===== src/rtl/ssemi_adc_output_buffer_if.sv =====
// Sample-in / word-out stream bundle between the ADC decimator, the output
// buffer and the host fabric.
interface ssemi_adc_output_buffer_if #(
  parameter int DATA_WIDTH = 24,
  parameter int OUT_WIDTH  = 32
);
  logic                  i_valid;
  logic [DATA_WIDTH-1:0] i_data;
  logic [OUT_WIDTH-1:0]  o_data;
  logic                  o_valid;
  logic                  i_ready;

  modport slave (
    input  i_valid, i_data, i_ready,
    output o_data, o_valid
  );

  modport master (
    output i_valid, i_data, i_ready,
    input  o_data, o_valid
  );
endinterface


===== src/rtl/ssemi_adc_output_buffer.sv =====
// FWFT FIFO that formats decimator samples into host words, absorbs host
// stalls, counts dropped samples and flags a fill watermark.
module ssemi_adc_output_buffer #(
  parameter int DATA_WIDTH = 24,
  parameter int OUT_WIDTH  = 32,
  parameter int FIFO_DEPTH = 16,
  parameter int WATERMARK  = 8
) (
  input  logic                          i_clk,
  input  logic                          i_rst_n,
  input  logic                          i_enable,
  input  logic                          i_clear,
  input  logic                          i_format,
  ssemi_adc_output_buffer_if.slave      bus,
  input  logic                          i_overflow_clr,
  output logic [$clog2(FIFO_DEPTH):0]   o_level,
  output logic                          o_empty,
  output logic                          o_full,
  output logic                          o_watermark,
  output logic                          o_overflow,
  output logic [15:0]                   o_drop_count
);

  localparam int AW = $clog2(FIFO_DEPTH);
  localparam int LW = AW + 1;

  logic [OUT_WIDTH-1:0] mem_q [FIFO_DEPTH];
  logic [AW-1:0]        wrPtr_q, wrPtr_d;
  logic [AW-1:0]        rdPtr_q, rdPtr_d;
  logic [LW-1:0]        level_q, level_d;
  logic                 overflow_q, overflow_d;
  logic [15:0]          dropCount_q, dropCount_d;

  logic                 pushReq;
  logic                 pop;
  logic                 accept;
  logic                 drop;
  logic                 full;
  logic [OUT_WIDTH-1:0] fmtWord;

  assign full    = (level_q == LW'(FIFO_DEPTH));
  assign pushReq = i_enable & bus.i_valid & ~i_clear;
  assign pop     = bus.o_valid & bus.i_ready;
  // A full FIFO still accepts when the head leaves in the same cycle.
  assign accept  = pushReq & (~full | pop);
  assign drop    = pushReq & full & ~pop;

  always_comb begin
    if (i_format) begin
      fmtWord = OUT_WIDTH'(bus.i_data) << (OUT_WIDTH - DATA_WIDTH);
    end else begin
      fmtWord = OUT_WIDTH'($signed(bus.i_data));
    end
  end

  always_comb begin
    wrPtr_d     = wrPtr_q;
    rdPtr_d     = rdPtr_q;
    level_d     = level_q;
    overflow_d  = overflow_q;
    dropCount_d = dropCount_q;

    if (i_clear) begin
      wrPtr_d = '0;
      rdPtr_d = '0;
      level_d = '0;
    end else begin
      if (accept) wrPtr_d = wrPtr_q + AW'(1);
      if (pop)    rdPtr_d = rdPtr_q + AW'(1);
      case ({accept, pop})
        2'b10:   level_d = level_q + LW'(1);
        2'b01:   level_d = level_q - LW'(1);
        default: level_d = level_q;
      endcase
    end

    // A drop in the same cycle as a clear request wins over the clear.
    if (drop) begin
      overflow_d = 1'b1;
      if (i_overflow_clr) begin
        dropCount_d = 16'd1;
      end else if (dropCount_q != 16'hFFFF) begin
        dropCount_d = dropCount_q + 16'd1;
      end
    end else if (i_overflow_clr) begin
      overflow_d  = 1'b0;
      dropCount_d = '0;
    end
  end

  always_ff @(posedge i_clk or negedge i_rst_n) begin
    if (!i_rst_n) begin
      wrPtr_q     <= '0;
      rdPtr_q     <= '0;
      level_q     <= '0;
      overflow_q  <= 1'b0;
      dropCount_q <= '0;
    end else begin
      wrPtr_q     <= wrPtr_d;
      rdPtr_q     <= rdPtr_d;
      level_q     <= level_d;
      overflow_q  <= overflow_d;
      dropCount_q <= dropCount_d;
    end
  end

  // Storage is reset so the head word reads as zero straight out of reset.
  always_ff @(posedge i_clk or negedge i_rst_n) begin
    if (!i_rst_n) begin
      for (int i = 0; i < FIFO_DEPTH; i++) begin
        mem_q[i] <= '0;
      end
    end else if (accept) begin
      mem_q[wrPtr_q] <= fmtWord;
    end
  end

  assign bus.o_data   = mem_q[rdPtr_q];
  assign bus.o_valid  = (level_q != '0);
  assign o_level      = level_q;
  assign o_empty      = (level_q == '0);
  assign o_full       = full;
  assign o_watermark  = (level_q >= LW'(WATERMARK));
  assign o_overflow   = overflow_q;
  assign o_drop_count = dropCount_q;

endmodule

===== src/flat_wrapper.sv =====
// flat-port wrapper written by rule: the top's interface ports become plain ports
module ssemi_adc_output_buffer_flat 
#(
  parameter int DATA_WIDTH = 24,
  parameter int OUT_WIDTH  = 32,
  parameter int FIFO_DEPTH = 16,
  parameter int WATERMARK  = 8
)
  (i_clk, i_rst_n, i_enable, i_clear, i_format, i_overflow_clr, o_level, o_empty, o_full, o_watermark, o_overflow, o_drop_count, bus_i_valid, bus_i_data, bus_i_ready, bus_o_data, bus_o_valid);
  ssemi_adc_output_buffer_if #(.DATA_WIDTH(DATA_WIDTH), .OUT_WIDTH(OUT_WIDTH)) bus_i ();
  input  logic i_clk;
  input  logic i_rst_n;
  input  logic i_enable;
  input  logic i_clear;
  input  logic i_format;
  input  logic i_overflow_clr;
  output logic [$clog2(FIFO_DEPTH):0] o_level;
  output logic o_empty;
  output logic o_full;
  output logic o_watermark;
  output logic o_overflow;
  output logic [15:0] o_drop_count;
  input wire logic [$bits(bus_i.i_valid)-1:0] bus_i_valid;
  input wire logic [$bits(bus_i.i_data)-1:0] bus_i_data;
  input wire logic [$bits(bus_i.i_ready)-1:0] bus_i_ready;
  output wire logic [$bits(bus_i.o_data)-1:0] bus_o_data;
  output wire logic [$bits(bus_i.o_valid)-1:0] bus_o_valid;
  assign bus_i.i_valid = bus_i_valid;
  assign bus_i.i_data = bus_i_data;
  assign bus_i.i_ready = bus_i_ready;
  assign bus_o_data = bus_i.o_data;
  assign bus_o_valid = bus_i.o_valid;
  ssemi_adc_output_buffer #(.DATA_WIDTH(DATA_WIDTH), .OUT_WIDTH(OUT_WIDTH), .FIFO_DEPTH(FIFO_DEPTH), .WATERMARK(WATERMARK)) u_core (.i_clk(i_clk), .i_rst_n(i_rst_n), .i_enable(i_enable), .i_clear(i_clear), .i_format(i_format), .bus(bus_i), .i_overflow_clr(i_overflow_clr), .o_level(o_level), .o_empty(o_empty), .o_full(o_full), .o_watermark(o_watermark), .o_overflow(o_overflow), .o_drop_count(o_drop_count));
endmodule

===== config.mk =====
export PLATFORM = sky130hd
export DESIGN_NAME = ssemi_adc_output_buffer_flat
export DESIGN_NICKNAME = d
export VERILOG_FILES = /design/src/rtl/ssemi_adc_output_buffer_if.sv /design/src/rtl/ssemi_adc_output_buffer.sv /design/src/flat_wrapper.sv
export SDC_FILE = /design/constraint.sdc
export NUM_CORES = 1
export LEC_CHECK = 0
export BUFFER_PORTS_ARGS = -buffer_cell sky130_fd_sc_hd__buf_2
export CAP_MARGIN = 20
export CORE_MARGIN = 1.5
export CORE_UTILIZATION = 34
export CTS_CLUSTER_SIZE = 14
export DETAILED_ROUTE_END_ITERATION = 7
export GPL_TIMING_DRIVEN = 0
export PLACE_DENSITY = 0.51
export SLEW_MARGIN = 10
export SYNTH_ARGS = -nofsm -noshare
export SYNTH_HDL_FRONTEND = slang
export SYNTH_SLANG_ARGS = --single-unit

===== constraint.sdc =====
create_clock -name i_clk -period 3.35 [get_ports i_clk]
set_input_delay 0.67 -clock i_clk [delete_from_list [all_inputs] [get_ports i_clk]]
set_output_delay 0.67 -clock i_clk [all_outputs]
set_load 0.02 [all_outputs]

# Word-level counts from Yosys, hierarchy flattened
# Index checks and enable logic that the tools add are counted.
dict set report classes {
  addsub 5
  order_cmp 4
  n_eq_ne 4
  muxes 19
  bitwise 12
  reduce_logical 9
}
# cell count
set ops {}
lappend ops {{$bwmux 512} 1}
lappend ops {{$bmux 32 s4} 1}
lappend ops {{$demux 32 s4} 1}
lappend ops {{$mux 32} 3}
lappend ops {{$mux 16} 4}
lappend ops {{$mux 31} 1}
lappend ops {{$add 16x1->16 const B} 1}
lappend ops {{$mux 4} 4}
lappend ops {{$ne 16x16->1 const B} 1}
lappend ops {{$ge 5x5->1 const B} 2}
lappend ops {{$not 4->5} 2}
lappend ops {{$pmux 5 s2} 1}
lappend ops {{$add 4x1->4 const B} 2}
lappend ops {{$reduce_bool 2->1} 4}
lappend ops {{$and 1x1->1} 6}
lappend ops {{$add 5x1->5 const B} 1}
lappend ops {{$eq 5x5->1 const B} 1}
lappend ops {{$ge 5x4->1 const B} 1}
lappend ops {{$logic_not 5->1} 1}
lappend ops {{$lt 5x1->1 const B} 1}
lappend ops {{$mux 5} 1}
lappend ops {{$reduce_bool 5->1} 1}
lappend ops {{$sub 5x1->5 const B} 1}
lappend ops {{$not 1->1} 3}
lappend ops {{7 further kinds} 8}
dict set report totals {
  ff_bits 542
  output_inout_bits 58
  wordCells 74
}

# Depth between registers and ports, before layout
# Gate-level depths: netlist of run 1.
dict set report logic_depth {
  word_depth 7
  ltp_mapped 10
  mapped_depth_nobuf 9
}

# Worst setup path after synthesis of run 1
# No wires, ideal clock.
dict set report synth_path {
  path_kind {reg-to-reg}
  from {reg u_core.level_q[1], in the netlist u_core.o_level[1]}
  to {reg u_core.level_q[4], in the netlist u_core.o_level[4]}
  setup_ps 69
  t_arrival_ps 2732
  required_time_ps 3281
  setup_slack_ps 549
  path_stages_with_launch 11
  path_buffers 1
  cell_sequence {dfrtp_1 > buf_6 > or4_4 > o211ai_2 > xnor2_1 > ha_1 > or3_1 > a21oi_1 > mux2i_1 > or4_1 > nand3_1}
}
dict set report synth_between {
  elab_chain_cells 7
}
# element line_no
set synth_lines {}
lappend synth_lines {{from (decl)} ssemi_adc_output_buffer.sv:30} ;# logic [LW-1:0] level_q, level_d;
lappend synth_lines {{from (signal assigned)} ssemi_adc_output_buffer.sv:101} ;# level_q <= level_d;
lappend synth_lines {{$reduce_bool 5->1 or $eq 5x5->1 (tied branches)} {ssemi_adc_output_buffer.sv:119, ssemi_adc_output_buffer.sv:41}}
lappend synth_lines {{$and 1x1->1 or $not 1->1 (tied branches)} {ssemi_adc_output_buffer.sv:43, ssemi_adc_output_buffer.sv:45}}
lappend synth_lines {{$or 1x1->1} ssemi_adc_output_buffer.sv:45} ;# assign accept = pushReq & (~full | pop);
lappend synth_lines {{$and 1x1->1} ssemi_adc_output_buffer.sv:45}
lappend synth_lines {{$eq 2x1->1 or $eq 2x2->1 (tied branches)} ssemi_adc_output_buffer.sv:70} ;# case ({accept, pop})
lappend synth_lines {{$pmux 5 s2} ssemi_adc_output_buffer.sv:70}
lappend synth_lines {{$mux 5} ssemi_adc_output_buffer.sv:63} ;# if (i_clear) begin
# Parallel ways exist; a longest one is shown, timed or not.
# A chain may end at the register's enable or synchronous reset.

# Worst setup path after layout of run 1
dict set report layout_path {
  from {reg u_core.rdPtr_q[0]}
  to {out bus_o_data[0]}
}
dict set report layout_between {
  elab_chain_cells 4
}
# element line_no
set layout_lines {}
lappend layout_lines {{from (decl)} ssemi_adc_output_buffer.sv:29} ;# logic [AW-1:0] rdPtr_q, rdPtr_d;
lappend layout_lines {{from (signal assigned)} ssemi_adc_output_buffer.sv:100} ;# rdPtr_q <= rdPtr_d;
lappend layout_lines {{$not 4->5 (implied by the code)} ssemi_adc_output_buffer.sv:118} ;# assign bus.o_data = mem_q[rdPtr_q];
lappend layout_lines {{$bmux 32 s4} ssemi_adc_output_buffer.sv:118}
lappend layout_lines {{$mux 32 (implied by the code) (2 in a row)} ssemi_adc_output_buffer.sv:118}
lappend layout_lines {{to (decl)} flat_wrapper.sv:26} ;# output wire logic [$bits(bus_i.o_data)-1:0] bus_o_data;
# No other way between the ends. The select of a mux whose other input is x is not followed.

==> flow_summary_export.csv, run 1 <==
group,metric,value,unit
run_status,outcome,"finished, violations left",
run_status,violations,"setup timing",
routing,drt_iter0_drc,1517,
logic_synthesis,yosysSeqAreaShare,56.9,%
pwr,switchingPower,5.39,mW
worst_setup_path,path_cells,"clkbuf_16 > buf_16 > mux4_2 > mux4_2 > buf_6",
routing,detail_route.first_pass.iterations,5,
grt,grt_max_degree,111,
pwr,ir_drop,0.352,mV
pwr,pwr-share-comb,23.7,%
grt,grt_use_met1,29.9,%
die,num_rows,96,
grt,grt_pass1_vias,17900,
grt,grt-busiest-layer,"met2",
logic_synthesis,synthFlopType,"dfrtp_1",
placement,io_buffers,86,
logic_synthesis,synth_cell_types,49,
logic_synthesis,yosys_warnings,0,
logic_synthesis,synth-seq-cells,542,
min_path,hold_class,"input port to flop",
die,coreArea,68900,µm²
pwr,p_int,12.7,mW
cts,clock-root-buffer,"clkbuf_16",
cts,clock_sinks,542,
sta,worst_pin_slew,1.04,ns
worst_setup_path,worst-path-buf-inv,3,
layout,nNetsFinal,2299,
sta,final.period_utilization,105,%
logic_synthesis,yosys-top-cells-area,"dfrtp_1 57%, mux4_2 15%, o21ai_0 10%",
die,boundaryPins,90,
grt,antenna_found_initial,1,
worst_setup_path,crit_end,"bus_o_data[0]",
routing,post_drt_wl_per_cell,23.1,µm
pwr,pwr-share-seq,39.8,%
worst_setup_path,end_kind,"output port",
layout,fillers,6653,
routing,post-route-drc-count,0,
routing,drt-total-wl,74.7,mm
sta,slew_viol_final,0,
routing,ant_nets,0,
worst_setup_path,crit_path_max_incr_delay,0.59,ns
pwr,switching_share,29.8,%
grt,grtUsageMet3,4.70,%
grt,grt_pass1_wl,114,mm
job,cap_violations,0,
worst_setup_path,start_kind,"flop",
logic_synthesis,synthCells,2106,
grt,grtUsageTotal,21.4,%
cts,clkLatencyLatePin,0.61,ns
logic_synthesis,avgSynthCellArea,11.3,µm²
layout,final_common_cell,"dfrtp_1",
layout,seqCellArea,13600,µm²
worst_setup_path,critPathKind,"flop to output port",
worst_setup_path,r2r_end,"u_core.mem_q[208]",
die,fp.dieW,268,µm
logic_synthesis,yosys.area.top_type_share,56.9,%
die,start_util,34.6,%
cts,cts_tree,"built",
sta,setup_viol,32,
logic_synthesis,netlist_area,23800,µm²
logic_synthesis,synth_nets,2146,
pwr,pwr-share-clk,36.5,%
worst_setup_path,r2r_setup_slack,0.28,ns
sta,layout_setup_ws,-0.156,ns
placement,postPlaceCellArea,25600,µm²
routing,via_per_inst,5.39,
sta,rsz0062_at_grt,"yes",
placement,finalWeightedCongestion,0.811,
pwr,p_per_area,647,nW/µm²
worst_setup_path,cpLargestDelayFamily,"multiplexers",
cts,clk_path_buf_depth,3,
sta,finClkSkew,0.0121,ns
grt,use_met2,34.0,%
sta,tns,-3.50,ns
worst_setup_path,critPathRequiredTime,2.68,ns
worst_setup_path,r2r_start,"u_core.o_level[2]",
layout,drive_above_1_share,18.4,%
logic_synthesis,synthArstFlopShare,100,%
grt,overflow,0,
worst_setup_path,arrival,2.84,ns
logic_synthesis,synth_edf_count,0,
placement,dp_hpwl,53.0,mm
sta,relSlewSlack,28.9,%
layout,area_delta_synth_final,17.3,%
layout,stdcell_count,3233,
cts,cts_buffers,57,
sta,holdWs,0.418,ns
cts,cts_htree_levels,2,
routing,vias,17400,
logic_synthesis,yosys.area.top_type,"dfrtp_1",
layout,fin_area,28000,µm²
worst_setup_path,crit_path_frequent_cell,"mux4_2",
sta,hold_violations,0,
sta,fmax,0.285,GHz
layout,multiInputGateArea,9530,µm²
layout,diodes,0,
die,die_y,268,µm
worst_setup_path,worst-r2r-cell-count,6,
worst_setup_path,crit_start,"u_core.rdPtr_q[0]",
pwr,p_leak,12.0,nW
cts,clk_pin_slew,0.06,ns
layout,mostFrequentLayoutCells,"539 x dfrtp_1, 524 x nand2_1, 491 x o21ai_0",
placement,dp_cells,3128,
layout,utilization,40.5,%
worst_setup_path,crit_cells,5,
worst_setup_path,worstPathMaxFanout,10,
die,die_area,71700,µm²
sta,post-route-min-period,3.51,ns
pwr,total_power,18.1,mW
placement,place_ws,-0.502,ns
worst_setup_path,cpMaxStageDelayCell,"mux4_2",
-- registers in the layout, summed over array words and instances, names as in the netlist --
| register | flops |
|---|---|
| u_core.wrPtr_q | 4 |
| u_core.o_drop_count | 16 |
| u_core.mem_q | 512 |
| u_core.o_level | 5 |
| u_core.rdPtr_q | 4 |
| u_core.o_overflow | 1 |
-- per-layer routing --
metal  routed length [µm]  vias up
met5                    0        -
met4                 1710        0
met3                 5010       95
met2                34900      530
met1                33000     9102
li1                     -     7690
-- logic make-up after synthesis --
group | Yosys count | synth area share [%]
XOR/XNOR | 17 | 0.625
multiplexers | 195 | 16.7
buffers and inverters | 189 | 3.12
AND/OR/NAND/NOR | 619 | 10.7
AO/OA/AOI/OAI | 536 | 11.6
flip-flops | 542 | 56.9
adder cells (fa/ha/maj) | 8 | 0.420
-- how the worst min path moves through the flow --
stage	startpoint	endpoint	slack [ns]	cells past startpoint
2_1_floorplan	i_rst_n	u_core.mem_q[0]	0.37	0
5_1_grt	bus_i_data[23]	u_core.mem_q[511]	0.42	2
4_1_cts	bus_i_data[23]	u_core.mem_q[479]	0.38	2
3_5_place_dp	u_core.mem_q[394]	u_core.mem_q[394]	0.46	2
6_report	bus_i_data[23]	u_core.mem_q[479]	0.42	2
3_3_place_gp	u_core.mem_q[67]	u_core.mem_q[67]	0.46	2
-- area by class of cell --
class,instances,share of cell area [%]
Sequential cell,542,48.5
Clock buffer,75,5.67
Buffer,179,3.56
Multi-Input combinational cell,1375,34.1
Clock inverter,27,1.22
Timing Repair Buffer,96,2.65
Inverter,8,0.107
Tap cell,931,4.17
-- cells in the mapped netlist (2+ instances only) --
cell      instances
inv_1             8
nor4_1            3
xor2_1            9
nand4_1           6
o21ai_0         491
and2_1            3
nand2b_1         11
nor4_4            2
o21ai_1          11
mux2_2           16
nor2b_1           4
or3_1             4
or4_1             4
dfrtp_1         542
nor2_1           22
nand3_1          19
and4_1            2
clkbuf_1        150
o31ai_1           3
mux2i_1          18
buf_2            22
ha_1              8
a22oi_1           2
nor3_1            5
a211oi_1          2
nand2_1         524
xnor2_1           8
mux4_2          160
a21oi_1          18
and3_1            3
buf_1             8
-- power groups by stage --
stage | combinational [mW] | sequential (mW) | clock (mW)
after CTS | 4.14 | 7.19 | 6.74
after global placement | 3.81 | 7.28 | 0
after detailed placement | 3.88 | 7.29 | 0
after floorplan | 2.40 | 7.25 | 0
after global routing | 4.59 | 7.24 | 7.00
final | 4.29 | 7.20 | 6.61
-- repair_timing --
item | CTS | global route
endpoints found under the hold margin | 54 | 0
endpoints found under the setup margin | 32 | 32
gates cloned | 1 | 1
resized for setup | 92 | 31
hold buffers | 1 | 0
setup buffers | 0 | 2
(Power assumes the default switching activity.)
==> inputs of run 2 (changes only) <==
Settings changed: CELL_PAD_IN_SITES_DETAIL_PLACEMENT from default to 0, CELL_PAD_IN_SITES_GLOBAL_PLACEMENT from default to 1, PLACE_DENSITY 0.51 to 0.6, TNS_END_PERCENT from default to 30.
==> flow_summary_export.csv, run 2 (synthesized netlist as in run 1, its figures left out) <==
group,metric,value,unit
sta,rsz0062_at_grt,"yes",
layout,drive_above_1_share,17.7,%
die,fp.dieW,268,µm
grt,grt_pass1_wl,116,mm
cts,clk_pin_slew,0.06,ns
die,coreArea,68900,µm²
grt,grt_max_degree,113,
min_path,hold_class,"input port to flop",
placement,place_ws,-0.405,ns
sta,layout_setup_ws,-0.144,ns
die,boundaryPins,90,
cts,cts_tree,"built",
worst_setup_path,cpMaxStageDelayCell,"mux4_2",
routing,drt-total-wl,76.1,mm
layout,nNetsFinal,2301,
routing,post_drt_wl_per_cell,23.5,µm
cts,clk_path_buf_depth,3,
cts,clock-root-buffer,"clkbuf_16",
run_status,violations,"setup timing",
layout,largest_reg_flops,512,
pwr,ir_drop,0.413,mV
placement,dp_hpwl,53.6,mm
layout,final_common_cell,"dfrtp_1",
die,die_y,268,µm
worst_setup_path,path_cells,"clkbuf_16 > buf_16 > mux4_2 > mux4_2 > buf_6",
cts,clock_sinks,542,
placement,dp_cells,3129,
sta,final.period_utilization,104,%
sta,hold_violations,0,
routing,drt_iter0_drc,1479,
placement,finalWeightedCongestion,0.819,
placement,io_buffers,86,
layout,fillers,6749,
routing,detail_route.first_pass.iterations,6,
job,cap_violations,0,
sta,slew_viol_final,0,
grt,antenna_found_initial,1,
run_status,outcome,"finished, violations left",
worst_setup_path,critPathRequiredTime,2.68,ns
die,num_rows,96,
sta,finClkSkew,0.0264,ns
routing,vias,17400,
worst_setup_path,crit_path_frequent_cell,"mux4_2",
worst_setup_path,critPathKind,"flop to output port",
worst_setup_path,worstPathMaxFanout,10,
layout,area_delta_synth_final,16.9,%
worst_setup_path,crit_path_max_incr_delay,0.58,ns
cts,cts_buffers,60,
layout,largest-register,"u_core.mem_q",
sta,post-route-min-period,3.49,ns
grt,grt_pass1_vias,17900,
sta,tns,-3.43,ns
routing,post-route-drc-count,0,
sta,relSlewSlack,26.7,%
sta,holdWs,0.401,ns
sta,setup_viol,32,
worst_setup_path,arrival,2.82,ns
worst_setup_path,start_kind,"flop",
grt,overflow,0,
cts,clkLatencyLatePin,0.63,ns
sta,fmax,0.286,GHz
layout,stdcell_count,3235,
routing,via_per_inst,5.37,
layout,mostFrequentLayoutCells,"539 x dfrtp_1, 524 x nand2_1, 491 x o21ai_0",
grt,grtUsageTotal,21.8,%
worst_setup_path,r2r_setup_slack,0.32,ns
sta,worst_pin_slew,1.07,ns
die,die_area,71700,µm²
worst_setup_path,end_kind,"output port",
pwr,p_leak,12.0,nW
die,start_util,34.6,%
cts,cts_htree_levels,2,
routing,ant_nets,0,
pwr,p_per_area,644,nW/µm²
-- run 2: cell types whose count changed in the layout (fill, tap and decap cells not counted), sizes merged --
cell      change
diode         +1
clkbuf       +19
buf           -1
clkinvlp      +1
clkinv       -15
bufinv        -3
-- run 2: path summary, 6_finish.rpt --
| kind | startpoint | end | depth (start not counted) |
|---|---|---|---|
| setup / recovery | u_core.rdPtr_q[0] | bus_o_data[0] | 5 |
| hold / removal | bus_i_data[23] | u_core.mem_q[447] | 2 |
| setup reg to reg | u_core.o_level[2] | u_core.mem_q[252] | 6 |
| hold reg to reg | u_core.mem_q[97] | u_core.mem_q[97] | 2 |
| max in group asynchronous | i_rst_n | u_core.mem_q[331] | 4 |
| min in group asynchronous | i_rst_n | u_core.o_drop_count[10] | 2 |
-- run 2: cell type report --
class / count / area (µm²) / share of cell area, %
clock buffers: 94 / 1730 / 6.21
flip-flops and latches: 542 / 13600 / 48.7
plain buffers: 179 / 955 / 3.43
repair buffers: 95 / 691 / 2.48
inverters: 8 / 30.0 / 0.108
multi-input cells: 1375 / 9530 / 34.2
clock inverters: 10 / 195 / 0.700
diodes: 1 / 2.50 / 0.00898
well taps: 931 / 1160 / 4.18
-- run 2: per-stage QoR --
stage          power, mW  utilization [%]  area, µm²
4_1_cts             18.1             40.3      27800
6_report            17.9             40.4      27900
2_1_floorplan       9.65                -      23800
3_3_place_gp        11.1             36.9      25400
3_5_place_dp        11.2             37.1      25600
5_1_grt             18.7             40.4      27900
-- run 2: report_power, final --
group	switching (mW)	total, mW	internal [mW]
sequential	0.261	7.20	6.94
clock	2.70	6.60	3.90
combinational	2.40	4.15	1.75
total	5.36	17.9	12.6
-- run 2: worst max-delay path, delay by kind of cell, from the launching register on --
family | cells | cell delay [ns]
mux | 2 | 1.12
buf+inv | 3 | 0.58
flops | 1 | 0.49
-- run 2: metal layers --
layer  global-route usage (%)  wire, µm  up-vias
li1                         -         -     7700
met1                     31.2     34900     9119
met2                     34.2     35100      468
met3                     4.06      4580       96
met4                     5.28      1630        0
met5                        0         0        -
-- run 2: repair_timing --
item / CTS / global route
hold endpoints to repair: 49 / 0
endpoints found under the setup margin: 32 / 32
buffers inserted: 0 / 0
gates resized for setup: 89 / 9
cloned: 1 / 1
hold buffers: 1 / 0
==> inputs of run 3 (changes only) <==
Settings changed: PLACE_DENSITY 0.6 to default, PLACE_DENSITY_LB_ADDON from default to 0.1.
==> flow_summary_export.csv, run 3 (synthesized netlist as in run 1, its figures left out) <==
group,metric,value,unit
cts,clock-root-buffer,"clkbuf_16",
grt,overflow,0,
cts,cts_buffers,66,
layout,utilization,40.7,%
routing,vias,17500,
min_path,hold_class,"input port to asynchronous set/reset pin",
layout,final_common_cell,"dfrtp_1",
layout,largest_reg_flops,512,
die,num_rows,96,
sta,finClkSkew,0.0196,ns
placement,dp_cells,3130,
sta,hold_violations,0,
routing,drt-total-wl,79.8,mm
layout,seqCellArea,13600,µm²
worst_setup_path,start_kind,"flop",
pwr,p_leak,12.1,nW
sta,fmax,0.290,GHz
die,die_area,71700,µm²
die,coreArea,68900,µm²
sta,post-route-min-period,3.45,ns
die,die_y,268,µm
sta,worst_pin_slew,1.12,ns
layout,largest-register,"u_core.mem_q",
routing,drt_iter0_drc,1415,
sta,slew_viol_final,0,
routing,post_drt_wl_per_cell,24.6,µm
worst_setup_path,arrival,2.78,ns
grt,grtUsageTotal,22.7,%
pwr,ir_drop,0.321,mV
sta,final.period_utilization,103,%
worst_setup_path,worstPathMaxFanout,9,
layout,area_delta_synth_final,17.8,%
sta,setup_viol,32,
grt,grt_pass1_vias,17800,
layout,fillers,6725,
placement,io_buffers,86,
layout,stdcell_count,3248,
placement,dp_hpwl,55.8,mm
die,start_util,34.6,%
cts,cts_htree_levels,3,
routing,detail_route.first_pass.iterations,5,
worst_setup_path,end_kind,"output port",
cts,cts_tree,"built",
cts,clk_path_buf_depth,3,
cts,postCtsHoldBufs,0,
routing,post-route-drc-count,0,
sta,relSlewSlack,25.6,%
run_status,violations,"setup timing",
worst_setup_path,critPathKind,"flop to output port",
job,cap_violations,0,
die,fp.dieW,268,µm
pwr,p_per_area,657,nW/µm²
grt,grt_pass1_wl,119,mm
worst_setup_path,critPathRequiredTime,2.68,ns
layout,mostFrequentLayoutCells,"539 x dfrtp_1, 524 x nand2_1, 491 x o21ai_0",
routing,via_per_inst,5.38,
run_status,outcome,"finished, violations left",
sta,rsz0062_at_grt,"yes",
layout,drive_above_1_share,18.5,%
grt,antenna_found_initial,2,
cts,clock_sinks,542,
worst_setup_path,worst-r2r-cell-count,6,
routing,ant_nets,0,
die,boundaryPins,90,
cts,clkLatencyLatePin,0.59,ns
sta,layout_setup_ws,-0.0989,ns
layout,multiInputGateArea,9530,µm²
grt,grt_max_degree,108,
placement,finalWeightedCongestion,0.787,
layout,nNetsFinal,2310,
cts,clk_pin_slew,0.06,ns
-- run 3: final timing paths --
check,endpoint,startpoint,slack (ns)
worst max-delay path,bus_o_data[1],u_core.rdPtr_q[0],-0.1
worst min-delay path,u_core.o_drop_count[11],i_rst_n,0.04
worst max register to register,u_core.mem_q[291],u_core.o_level[1],0.21
worst min register to register,u_core.mem_q[507],u_core.mem_q[507],0.47
max in group asynchronous,u_core.mem_q[198],i_rst_n,1.91
min in group i_clk,u_core.mem_q[447],bus_i_data[23],0.45
-- run 3: power by group --
part           leakage, nW  switching (mW)  internal, mW
clock                 1.05            2.79          4.23
sequential            7.47           0.254          6.94
combinational         3.59            2.45          1.76
total                 12.1            5.49          12.9
-- run 3: cell type report --
type,instances,area share [%]
Antenna cell,1,0.00891
Sequential cell,542,48.3
Tap cell,931,4.15
Clock buffer,104,7.26
Multi-Input combinational cell,1375,33.9
Clock inverter,10,0.294
Inverter,8,0.107
Buffer,179,3.39
Timing Repair Buffer,98,2.53
-- run 3: critical path: stages, from the launching register on --
cell	delay (ns)
dfrtp_2	0.47
clkbuf_16	0.22
buf_16	0.18
mux4_2	0.58
mux4_2	0.52
buf_2	0.18
-- run 3: timing repair --
action	in CTS	in global routing
setup buffers	2	1
resized for setup	90	7
gates cloned	1	0
setup endpoints to repair	32	32
-- run 3: per-stage QoR --
| stage | setup WS (ns) | power [mW] | hold slack, ns | area, µm² | setup TNS, ns |
|---|---|---|---|---|---|
| global route | -0.166 | 19.2 | 0.0583 | 28100 | -4.09 |
| detailed placement | -0.445 | 11.2 | 0.465 | 25600 | -9.84 |
| finish | -0.0989 | 18.4 | 0.0386 | 28100 | -1.69 |
| global placement | -9.81 | 11.1 | 0.455 | 25400 | -5293.89 |
| floorplan | 0.549 | 9.65 | 0.374 | 23800 | 0 |
| CTS | -0.139 | 18.7 | 0.0326 | 28000 | -3.39 |
-- run 3: layer usage --
metal / part of all wire [%] / wire length, µm / global-route usage, % / up-vias
met5: 0 / 0 / 0 / -
met4: 2.7 / 2170 / 6.55 / 0
met3: 6.4 / 5080 / 5.51 / 123
met2: 45 / 36000 / 34.7 / 453
met1: 46 / 36500 / 32.3 / 9172
li1: - / - / - / 7724
